**config.mk**
```make
export PLATFORM = sky130hd
export DESIGN_NAME = x_datapath
export DESIGN_NICKNAME = d
export VERILOG_FILES = /design/src/rtl/x_datapath.sv
export SDC_FILE = /design/constraint.sdc
export NUM_CORES = 1
export LEC_CHECK = 0
export CAP_MARGIN = 20
export CORE_MARGIN = 4
export CORE_UTILIZATION = 30
export CTS_CLUSTER_DIAMETER = 150
export DETAILED_ROUTE_END_ITERATION = 10
export PLACE_DENSITY = 0.47
export SYNTH_ARGS = -nofsm -noshare
export SYNTH_HDL_FRONTEND = slang
export SYNTH_SLANG_ARGS = --single-unit
```
**constraint.sdc**
```tcl
create_clock -name clk -period 6.9 [get_ports clk]
set_input_delay 1.38 -clock clk [delete_from_list [all_inputs] [get_ports clk]]
set_output_delay 1.38 -clock clk [all_outputs]
set_load 0.01 [all_outputs]
```
**src/rtl/x_datapath.sv**
```systemverilog
//------------------------------------------------------------------------------
// x_datapath : shift-add multiplier datapath with five-entry register file,
//              single-cycle ALU, product capture and sticky control-error flag.
// Revision   : 1.0
//------------------------------------------------------------------------------
`default_nettype none

module x_datapath #(
  parameter int WIDTH = 8
) (
  input  logic               clk,
  input  logic               rst,
  input  logic               load,
  input  logic [WIDTH-1:0]   op_a,
  input  logic [WIDTH-1:0]   op_b,
  input  logic [4:0]         rd_enA,
  input  logic [4:0]         rd_enB,
  input  logic [4:0]         wr_en,
  input  logic               ppgen_en,
  input  logic               add_en,
  input  logic               shift_en,
  input  logic               left_right,
  input  logic               done,
  output logic [2*WIDTH-1:0] product,
  output logic               prod_valid,
  output logic               err
);

  localparam int DW   = 2 * WIDTH;
  localparam int NREG = 5;

  logic [DW-1:0] regs_q [NREG];
  logic [DW-1:0] regs_d [NREG];
  logic [DW-1:0] product_q, product_d;
  logic          prod_valid_q, prod_valid_d;
  logic          err_q, err_d;

  logic          a_onehot, b_onehot;
  logic          any_op, multi_op;
  logic          bad_a, bad_b, illegal;
  logic [DW-1:0] bus_a, bus_b, alu;

  always_comb begin
    a_onehot = (rd_enA != 5'd0) && ((rd_enA & (rd_enA - 5'd1)) == 5'd0);
    b_onehot = (rd_enB != 5'd0) && ((rd_enB & (rd_enB - 5'd1)) == 5'd0);
    any_op   = ppgen_en | add_en | shift_en;
    multi_op = (ppgen_en & add_en) | (ppgen_en & shift_en) | (add_en & shift_en);
    // An all-zero select is only tolerated when nothing consumes that bus.
    bad_a    = (rd_enA == 5'd0) ? (any_op || (wr_en != 5'd0)) : !a_onehot;
    bad_b    = (rd_enB == 5'd0) ? (ppgen_en | add_en) : !b_onehot;
    illegal  = bad_a | bad_b | multi_op;
  end

  always_comb begin
    bus_a = '0;
    bus_b = '0;
    for (int i = 0; i < NREG; i++) begin
      if (a_onehot && rd_enA[i]) bus_a = regs_q[i];
      if (b_onehot && rd_enB[i]) bus_b = regs_q[i];
    end
  end

  always_comb begin
    alu = bus_a;
    if (ppgen_en)      alu = bus_a & {DW{bus_b[0]}};
    else if (add_en)   alu = bus_a + bus_b;
    else if (shift_en) alu = left_right ? {bus_a[DW-2:0], 1'b0} : {1'b0, bus_a[DW-1:1]};
  end

  always_comb begin
    for (int i = 0; i < NREG; i++) regs_d[i] = regs_q[i];
    if (load) begin
      regs_d[0] = {{WIDTH{1'b0}}, op_a};
      regs_d[1] = {{WIDTH{1'b0}}, op_b};
      for (int i = 2; i < NREG; i++) regs_d[i] = '0;
    end else begin
      for (int i = 0; i < NREG; i++) begin
        if (wr_en[i]) regs_d[i] = alu;
      end
    end
    // Capture uses the pre-edge R2, so a concurrent load or write cannot leak in.
    product_d    = done ? regs_q[2] : product_q;
    prod_valid_d = done;
    err_d        = load ? 1'b0 : (err_q | illegal);
  end

  always_ff @(posedge clk) begin
    if (!rst) begin
      for (int i = 0; i < NREG; i++) regs_q[i] <= '0;
      product_q    <= '0;
      prod_valid_q <= 1'b0;
      err_q        <= 1'b0;
    end else begin
      for (int i = 0; i < NREG; i++) regs_q[i] <= regs_d[i];
      product_q    <= product_d;
      prod_valid_q <= prod_valid_d;
      err_q        <= err_d;
    end
  end

  assign product    = product_q;
  assign prod_valid = prod_valid_q;
  assign err        = err_q;

endmodule

`default_nettype wire

```
# [Word-level counts from Yosys, hierarchy flattened]
# Memories as Yosys holds them, arrays and structs flattened.
# Index checks and enable logic that the tools add are counted.
[classes] addsub=3 n_mux=29 n_bitwise=19 n_reduce_logical=23
[ops] op="2-to-1 mux 16 bit" n=24
[ops] op="2-to-1 mux 80 bit" n=1
[ops] op="logical NOT 5 bit" n=4
[ops] op="adder 16 bit" n=1
[ops] op="AND 16 bit" n=1
[ops] op="nonzero test 5 bit" n=3
[ops] op="logical AND 1 bit" n=12
[ops] op="OR 1 bit" n=12
[ops] op="AND 5 bit" n=2
[ops] op="subtractor 5 x 1 -> 5 bit, second input constant" n=2
[ops] op="2-to-1 mux 1 bit" n=4
[ops] op="AND 1 bit" n=3
[ops] op="logical NOT 1 bit" n=2
[ops] op="OR reduction 2 bit" n=1
[ops] op="logical OR 1 bit" n=1
[ops] op="NOT 1 bit" n=1
[totals] regBits=18 ram_bits=80 out_inout_bits=18 memories=1
[memory_table] memory="regs_q" words=5 word_bits=16 read_ports=5 rd_ports_with_merged_regs=0 wr=5 line="32" rtl="logic [DW-1:0] regs_q [NREG];"

# [Logic depth before layout (Yosys ltp)]
# Gate-level depths: netlist of run 1.
[depth] depth_word=17 ltp_mapped=17 mapped_depth_nobuf=16

# [Worst setup path before layout of run 1]
# OpenSTA, ideal clock, no wires.
[synth_timing] path_type="input -> register" startpoint="input rd_enB[2]" endpoint="memory regs_q[0][11] in the netlist's numbering" arrival_time_ns=4.690 path_slack_ns=2.070 stages=15 path_buffers=2 path_cell_list="buf_4 nor2_1 nor4bb_1 clkbuf_1 a222oi_1 nand2_1 ha_1 nand2_1 o21ai_0 o22ai_4 a32oi_1 o31a_1 xor2_1 a222oi_1 a21oi_1"
[synth_rtl] element="from (decl)" line="17" rtl="input logic [4:0] rd_enB,"
[synth_rtl] element="to (decl)" line="32"

==> qor.csv, run 1 <==
stage;metric;value;unit
outcome;status;finished clean;
sta;Slew Viols, Final;0;
route;total wire length;22000;um
pwr;internal cell power;961;uW
worst_setup_path;Reg2Reg Launch Point;regs_q[2][3];
pwr;Sw Pwr;357;uW
clocking;CTS buffer count;9;
run;MaxCap Viol Count;0;
place;port buffer count;56;
sta;unrepaired setup endpoints after global routing;false;
cells_and_area;fraction of layout cells with a size suffix above 1;0.0888;
worst_setup_path;critical path class;primary input to flip-flop;
cells_and_area;fin nets;827;
floorplanning;Initial Util;0.308;
synthesis;main flop type after synthesis;dfxtp_1;
pwr;Leakage;0.00268;uW
synthesis;Ys Warns;0;
cells_and_area;commonest non-fill, non-tap cells in the layout;dfxtp_1, o21ai_0, a21oi_1;
synthesis;Synth Register Bits;98;
pwr;sequential share of power;0.460;
worst_hold_path;worst hold path type;flip-flop to flip-flop;
cells_and_area;Synth-to-Final Area Change;18.5;%
route;DRT Pass-1 Iters;8;
floorplanning;row cnt;51;
floorplanning;full die area;22500;sq um
pwr;peak supply drop;0.000121;V
place;routability-driven placement congestion ratio;0.919;
place;Area after DPL;6830;sq um
synthesis;Synth area leaders;dfxtp_1, o21ai_0, a21oi_1, mux2i_1, a22oi_1;
sta;fin crit share;0.844;
pwr;Clk network pwr share;0.406;
sta;Setup TNS;0;ns
clocking;CTS resizes;0;
clocking;Root Buffer;clkbuf_16;
floorplanning;die height;150;um
global_routing;largest net degree at the start of global routing;41;
global_routing;vias in the first global route;5686;
route;Post-DRT Antenna Nets;0;
pwr;Cell Pwr Density;184;nW/um^2
synthesis;Post-Synthesis Cells;746;
global_routing;gr usage total;0.195;
floorplanning;Ports;57;
worst_setup_path;CP arrival;6.03;ns
sta;final number of setup-violating endpoints;0;
cells_and_area;Finished Cell Area;7170;sq um
clocking;Max H-tree Level;3;
global_routing;first-pass GRT wire length;33900;um
synthesis;Yosys top cell area share;0.324;
worst_setup_path;CP Launch Point;rd_enA[4];
cells_and_area;most common cell after layout, fill and taps aside;dfxtp_1;
synthesis;Syn Std Cell Area;6050;sq um
synthesis;Syn Nets;801;
worst_setup_path;R2R setup slack;2.99;ns
worst_setup_path;worst endpoint required time;7.11;ns
synthesis;Post-synth EDFFs;0;
clocking;cts-stage hold buffer count;0;
route;Iteration-0 DRC Markers;817;
global_routing;GR Overflow Total;0;
worst_setup_path;CP max FO;13;
clocking;clk_lat worst skew;0.35;ns
floorplanning;die width;150;um
cells_and_area;antenna cells;0;
route;Residual DRC;0;
synthesis;async set or reset register ratio after synthesis;0;
sta;Fmax;0.172;GHz
route;WL per Instance;21.1;um
worst_setup_path;startpoint types;primary input;
sta;Tmin final;5.82;ns
sta;Worst-Margin Slew;1.06;ns
pwr;Comb pwr share;0.134;
worst_setup_path;CP endpoint kind;flip-flop;
route;drt via density;5.81;
global_routing;initial antenna violation count;0;
route;routed vias;6049;
clocking;CTS tree;built;
synthesis;Seq/Total Area, Yosys;0.324;
pwr;Sw Share;0.271;
synthesis;Synth area leader;dfxtp_1;
sta;Max transition margin;0.291;
clocking;clk slew on worst S/H paths;0.07;ns
synthesis;post-synthesis cell type count;81;
sta;Clock Skew;0.00582;ns
clocking;Max clock buf depth;2;
clocking;CTS sink cnt;98;
clocking;post-CTS setup buffers;0;
place;post-DP HPWL;16300;um
synthesis;Synth Area per Inst;8.11;sq um
worst_hold_path;Hold Crit Start;regs_q[0][13];
floorplanning;core area;19700;sq um
sta;Fin. Hold Viols;0;
stage by stage:
stage / worst slack (ns) / instances / utilization / power [uW] / hold slack (ns)
2_1_floorplan: 2.07 / 746 / - / 716 / 0.447
3_3_place_gp: 0.954 / 1024 / 0.347 / 790 / 0.466
3_5_place_dp: 0.772 / 1024 / 0.347 / 791 / 0.483
4_1_cts: 1.12 / 1040 / 0.363 / 1330 / 0.495
5_1_grt: 0.610 / 1042 / 0.365 / 1370 / 0.510
6_report: 1.08 / 1042 / 0.365 / 1320 / 0.496
cells in the mapped netlist, types with 4 or more instances:
cell      instances
nor3_1           14
nand3_1          14
ha_1             15
inv_1            18
a221oi_2          4
xnor2_1          10
a31o_2            6
a222oi_1         23
nor2b_1          26
buf_2             7
nor3b_1           7
nand4_1           4
nand2_1          62
a31oi_1          11
a21oi_1          67
a22oi_1          32
o22ai_1           6
dfxtp_1          98
clkbuf_1         46
o21ai_0          68
a211oi_1         25
a21o_1            8
nor2_1           51
mux2i_1          30
and3_1            7
area by class of cell:
cell class,count,area [sq um]
clock inverter,4,56.3
timing repair buffer,73,708
clock buffer,12,256
sequential,98,1960
multi-input combinational,572,3790
fill,2071,12500
inverter,18,67.6
tap,265,332
per-layer routing:
metal  share of wire  track usage
met4           0.016       0.0517
met3           0.091       0.0406
met2            0.40        0.276
met5               0            0
met1            0.49        0.295
path summary, 6_finish.rpt:
check / end / cells past startpoint
max: regs_q[3][11] / 17
min: regs_q[0][13] / 2
max reg2reg: regs_q[3][11] / 13
min reg2reg: regs_q[0][13] / 2
logic make-up after synthesis:
family | count (synthesis) | synth area share
compound gates | 291 | 0.331
buf+inv | 76 | 0.0507
flops | 98 | 0.324
simple gates | 221 | 0.190
mux | 30 | 0.0496
xor+xnor | 13 | 0.0188
fa+ha+maj | 17 | 0.0362
worst max-delay path: stages:
cell and delay (ns):
clkdlybuf4s50_1 0.72, or3_4 0.24, nor2_1 0.14, buf_4 0.20, a22oi_1 0.13, nand2_1 0.07, a221oi_1 0.38, inv_1 0.14
ha_1 0.38, nand2_1 0.06, o21ai_0 0.47, o22ai_4 0.20, a32oi_1 0.42, o31a_1 0.22, xor2_1 0.07, a222oi_1 0.66
a21oi_1 0.15
flip-flops by register name (all words and copies together), names as in the netlist:
signal,flops
regs_q,80
product,16
err,1
prod_valid,1
power groups by stage:
stage	combinational, uW	sequential (uW)	clock, uW
CTS	174	605	549
floorplan	107	609	0
global placement	172	618	0
detailed placement	173	618	0
finish	177	606	536
global route	193	608	568
Note: power is estimated with default switching activity, not from simulation.
==> inputs of run 2 (changes only) <==
Settings changed: PLACE_DENSITY 0.47 to 0.49.
Clock period 6.9 ns to 5.1 ns, I/O delays scaled along.
==> run 2 against run 1 <==
Largest cell class unchanged. Register-to-register slack got worse by 1.5 ns. Count of clock-buffer cells in the layout down 2. Power increased by 33%. Via count increased by 4.0%. Sequential cell count stayed put. Sequential power up 35%. Global-route usage rose by 0.63 points. Routed wire length up 2.7%. Hold slack got worse by 0.0067 ns. Highest routed layer unchanged. Critical endpoint unchanged. Critical path depth fell by 2. Final area rose by 8.1%. Clock power increased by 24%.
==> qor.csv, run 2 (synthesized netlist as in run 1, its figures left out) <==
stage;metric;value;unit
cells_and_area;commonest non-fill, non-tap cells in the layout;dfxtp_1, buf_4, o21ai_0;
worst_hold_path;worst hold path type;flip-flop to flip-flop;
route;drt via density;5.63;
clocking;cts-stage hold buffer count;0;
cells_and_area;Most flops, register;regs_q;
floorplanning;die width;150;um
clocking;clk slew on worst S/H paths;0.08;ns
place;port buffer count;56;
clocking;clk_lat worst skew;0.36;ns
cells_and_area;Largest register FFs;80;
floorplanning;core area;19700;sq um
clocking;Max clock buf depth;2;
sta;final number of setup-violating endpoints;0;
place;post-DP HPWL;17300;um
sta;Worst-Margin Slew;0.982;ns
worst_setup_path;CP endpoint kind;flip-flop;
floorplanning;full die area;22500;sq um
global_routing;GR Overflow Total;0;
route;Residual DRC;0;
sta;Fin. Hold Viols;0;
pwr;Pwr Total;1750;uW
global_routing;largest net degree at the start of global routing;32;
sta;Tmin final;4.91;ns
clocking;Max H-tree Level;3;
place;routability-driven placement congestion ratio;0.975;
pwr;Leakage;0.00307;uW
global_routing;gr usage total;0.201;
floorplanning;die height;150;um
pwr;Cell Pwr Density;225;nW/um^2
worst_setup_path;CP max FO;10;
route;total wire length;22600;um
floorplanning;Ports;57;
floorplanning;Initial Util;0.308;
cells_and_area;fin nets;903;
cells_and_area;fraction of layout cells with a size suffix above 1;0.177;
worst_setup_path;worst endpoint required time;5.33;ns
worst_setup_path;startpoint types;primary input;
global_routing;vias in the first global route;6014;
route;WL per Instance;20.2;um
sta;fin crit share;0.963;
outcome;status;finished clean;
worst_setup_path;critical path class;primary input to flip-flop;
worst_setup_path;CP arrival;5.14;ns
route;DRT Pass-1 Iters;10;
pwr;peak supply drop;0.000178;V
global_routing;initial antenna violation count;1;
route;routed vias;6291;
sta;Clock Skew;0.0104;ns
sta;Setup TNS;0;ns
route;Iteration-0 DRC Markers;816;
clocking;CTS tree;built;
floorplanning;row cnt;51;
global_routing;first-pass GRT wire length;35100;um
clocking;CTS buffer count;9;
sta;Max transition margin;0.340;
sta;unrepaired setup endpoints after global routing;false;
sta;Fmax;0.204;GHz
cells_and_area;Synth-to-Final Area Change;28.2;%
run;MaxCap Viol Count;0;
cells_and_area;most common cell after layout, fill and taps aside;dfxtp_1;
sta;Slew Viols, Final;0;
cells_and_area;antenna cells;0;
clocking;Root Buffer;clkbuf_16;
clocking;CTS sink cnt;98;
route;Post-DRT Antenna Nets;0;
==> run 2: path summary, 6_finish.rpt <==
check | depth (start not counted) | startpoint | to | slack [ns]
max | 15 | rd_enA[1] | regs_q[3][11] | 0.19
min | 2 | regs_q[4][13] | regs_q[4][13] | 0.49
max reg2reg | 11 | regs_q[0][5] | regs_q[3][11] | 1.53
min reg2reg | 2 | regs_q[4][13] | regs_q[4][13] | 0.49
==> run 2: what timing repair did <==
action | CTS | global route
setup endpoints to repair | 0 | 19
resized for setup | 0 | 9
buffers inserted | 0 | 1
hold endpoints to repair | 0 | 0
==> run 2: worst max-delay path, cell delays in order <==
cell and delay, ns:
clkdlybuf4s50_1 0.43, buf_4 0.17, nor4b_2 0.16, and2b_2 0.30, a222oi_1 0.44, nand2_1 0.18, ha_1 0.24, or4_4 0.53
o22ai_4 0.16, a32oi_2 0.17, o31a_1 0.33, xor2_1 0.15, a222oi_1 0.54, buf_4 0.25, a21oi_1 0.07
==> run 2: report_power, final <==
group,total [uW],switching (uW),internal (uW)
Sequential,821,29.9,791
Clock,667,323,344
Combinational,261,146,114
==> run 2: routing by layer <==
| metal | vias to the layer above | track usage | part of all wire |
|---|---|---|---|
| li1 | 3027 | - | - |
| met4 | 0 | 0.0526 | 0.022 |
| met1 | 2964 | 0.306 | 0.50 |
| met3 | 31 | 0.0388 | 0.075 |
| met5 | - | 0 | 0 |
| met2 | 269 | 0.286 | 0.41 |
==> run 2: area by class of cell <==
type / count / area (sq um)
clock inverter: 6 / 57.6
tap: 265 / 332
clock buffer: 10 / 229
sequential: 98 / 1960
multi-input combinational: 572 / 3810
fill: 2059 / 11900
inverter: 18 / 67.6
timing repair buffer: 149 / 1300
==> run 2: metrics by stage <==
step	hold slack (ns)	setup slack, ns	utilization	std cells	cell area (sq um)
after global routing	0.506	0.00632	0.395	1118	7760
final	0.489	0.191	0.395	1118	7760
after CTS	0.487	0.147	0.392	1116	7690
after detailed placement	0.477	-0.205	0.377	1100	7410
after global placement	0.462	-0.222	0.377	1100	7410
after floorplan	0.447	0.630	-	746	6050
==> inputs of run 3 (changes only) <==
Settings changed: CORE_MARGIN 4 to 2.
==> run 3 against run 2 <==
Global-route usage is 1.5 points higher. Sequential share of layout area is 0.31 points higher. Final area is 1.2% lower. Largest power group unchanged. Highest routed layer unchanged.
==> qor.csv, run 3 (synthesized netlist as in run 1, its figures left out) <==
stage;metric;value;unit
outcome;status;finished clean;
floorplanning;die height;146;um
clocking;CTS tree;built;
cells_and_area;commonest non-fill, non-tap cells in the layout;dfxtp_1, buf_4, o21ai_0;
route;DRT Pass-1 Iters;6;
pwr;Comb pwr share;0.147;
sta;fin crit share;0.966;
route;total wire length;23500;um
worst_setup_path;CP max FO;7;
sta;Max transition margin;0.332;
sta;Tmin final;4.92;ns
worst_setup_path;CP arrival;5.16;ns
floorplanning;Initial Util;0.308;
place;port buffer count;56;
clocking;CTS resizes;0;
cells_and_area;fillers;2068;
worst_setup_path;worst endpoint required time;5.33;ns
sta;Worst-Margin Slew;1.00;ns
pwr;internal cell power;1260;uW
worst_setup_path;critical path class;primary input to flip-flop;
place;routability-driven placement congestion ratio;0.941;
cells_and_area;most common cell after layout, fill and taps aside;dfxtp_1;
cells_and_area;Largest register FFs;80;
pwr;Cell Pwr Density;233;nW/um^2
cells_and_area;Synth-to-Final Area Change;26.7;%
floorplanning;full die area;21300;sq um
worst_setup_path;startpoint types;primary input;
run;MaxCap Viol Count;0;
global_routing;vias in the first global route;6195;
route;Iteration-0 DRC Markers;704;
route;Post-DRT Antenna Nets;0;
sta;Fmax;0.203;GHz
global_routing;initial antenna violation count;0;
clocking;clk slew on worst S/H paths;0.07;ns
cells_and_area;Layout Cells excl Fill;1108;
pwr;Sw Pwr;525;uW
clocking;Root Buffer;clkbuf_16;
pwr;peak supply drop;0.000156;V
floorplanning;Ports;57;
clocking;cts-stage hold buffer count;0;
pwr;Sw Share;0.294;
cells_and_area;antenna cells;0;
route;Residual DRC;0;
sta;Fin. Hold Viols;0;
worst_setup_path;CP endpoint kind;flip-flop;
clocking;post-CTS setup buffers;0;
pwr;Pwr Total;1780;uW
clocking;Max H-tree Level;3;
global_routing;GR Overflow Total;0;
global_routing;gr usage total;0.216;
sta;Setup TNS;0;ns
cells_and_area;fraction of layout cells with a size suffix above 1;0.165;
clocking;clk_lat worst skew;0.37;ns
floorplanning;row cnt;51;
route;drt via density;5.76;
global_routing;first-pass GRT wire length;35900;um
cells_and_area;fin nets;893;
place;Cell Count Post-Placement;1092;
pwr;Clk network pwr share;0.394;
floorplanning;die width;146;um
route;routed vias;6380;
clocking;Max clock buf depth;2;
sta;Clock Skew;0.0148;ns
pwr;sequential share of power;0.459;
floorplanning;core area;19700;sq um
clocking;CTS buffer count;9;
sta;Slew Viols, Final;0;
clocking;CTS sink cnt;98;
sta;final number of setup-violating endpoints;0;
worst_hold_path;worst hold path type;flip-flop to flip-flop;
global_routing;largest net degree at the start of global routing;58;
place;post-DP HPWL;17300;um
cells_and_area;Most flops, register;regs_q;
pwr;Leakage;0.00302;uW
route;WL per Instance;21.2;um
[run 3: path summary, 6_finish.rpt]
path	start	end	slack (ns)	cells after the start
setup / recovery	rd_enA[4]	regs_q[4][11]	0.18	17
hold / removal	regs_q[3][13]	regs_q[3][13]	0.49	2
setup reg to reg	regs_q[2][3]	regs_q[4][11]	1.54	13
hold reg to reg	regs_q[3][13]	regs_q[3][13]	0.49	2
[run 3: cell type report]
class	count	area (sq um)	share of cell area
clock inverters	6	57.6	0.00751
multi-input cells	572	3810	0.497
well taps	265	332	0.0433
clock buffers	10	239	0.0312
flip-flops and latches	98	1960	0.256
repair buffers	139	1200	0.156
inverters	18	67.6	0.00882
[run 3: power groups by stage]
stage,sequential [uW],clock [uW],combinational (uW)
finish,819,702,262
global placement,834,0,255
global route,820,746,284
detailed placement,835,0,259
CTS,817,714,260
floorplan,824,0,144
[run 3: worst max-delay path, stage by stage]
cell and delay, ns:
clkdlybuf4s50_1 0.63, or3_4 0.22, nor3b_2 0.06, buf_4 0.16, a22oi_1 0.22, nand2_1 0.08
a221oi_1 0.33, inv_1 0.12, ha_1 0.25, or4_4 0.49, o22ai_4 0.17, a32oi_2 0.20
o31a_1 0.35, xor2_1 0.16, a222oi_1 0.41, buf_4 0.22, a21oi_1 0.07
[run 3: stage by stage]
step	util	instance area [sq um]	hold slack [ns]	setup WS, ns
2_1_floorplan	-	6050	0.447	0.630
3_3_place_gp	0.374	7350	0.462	-0.135
3_5_place_dp	0.374	7350	0.474	-0.199
4_1_cts	0.389	7640	0.483	0.142
5_1_grt	0.390	7660	0.529	-0.000747
6_report	0.390	7660	0.488	0.175
[run 3: per-layer routing]
layer / vias up / track usage / routed length (um) / part of all wire
li1: 3001 / - / - / -
met1: 3062 / 0.304 / 11200 / 0.48
met2: 281 / 0.328 / 10100 / 0.43
met3: 36 / 0.0375 / 1650 / 0.070
met4: 0 / 0.0859 / 536 / 0.023
met5: - / 0 / 0 / 0
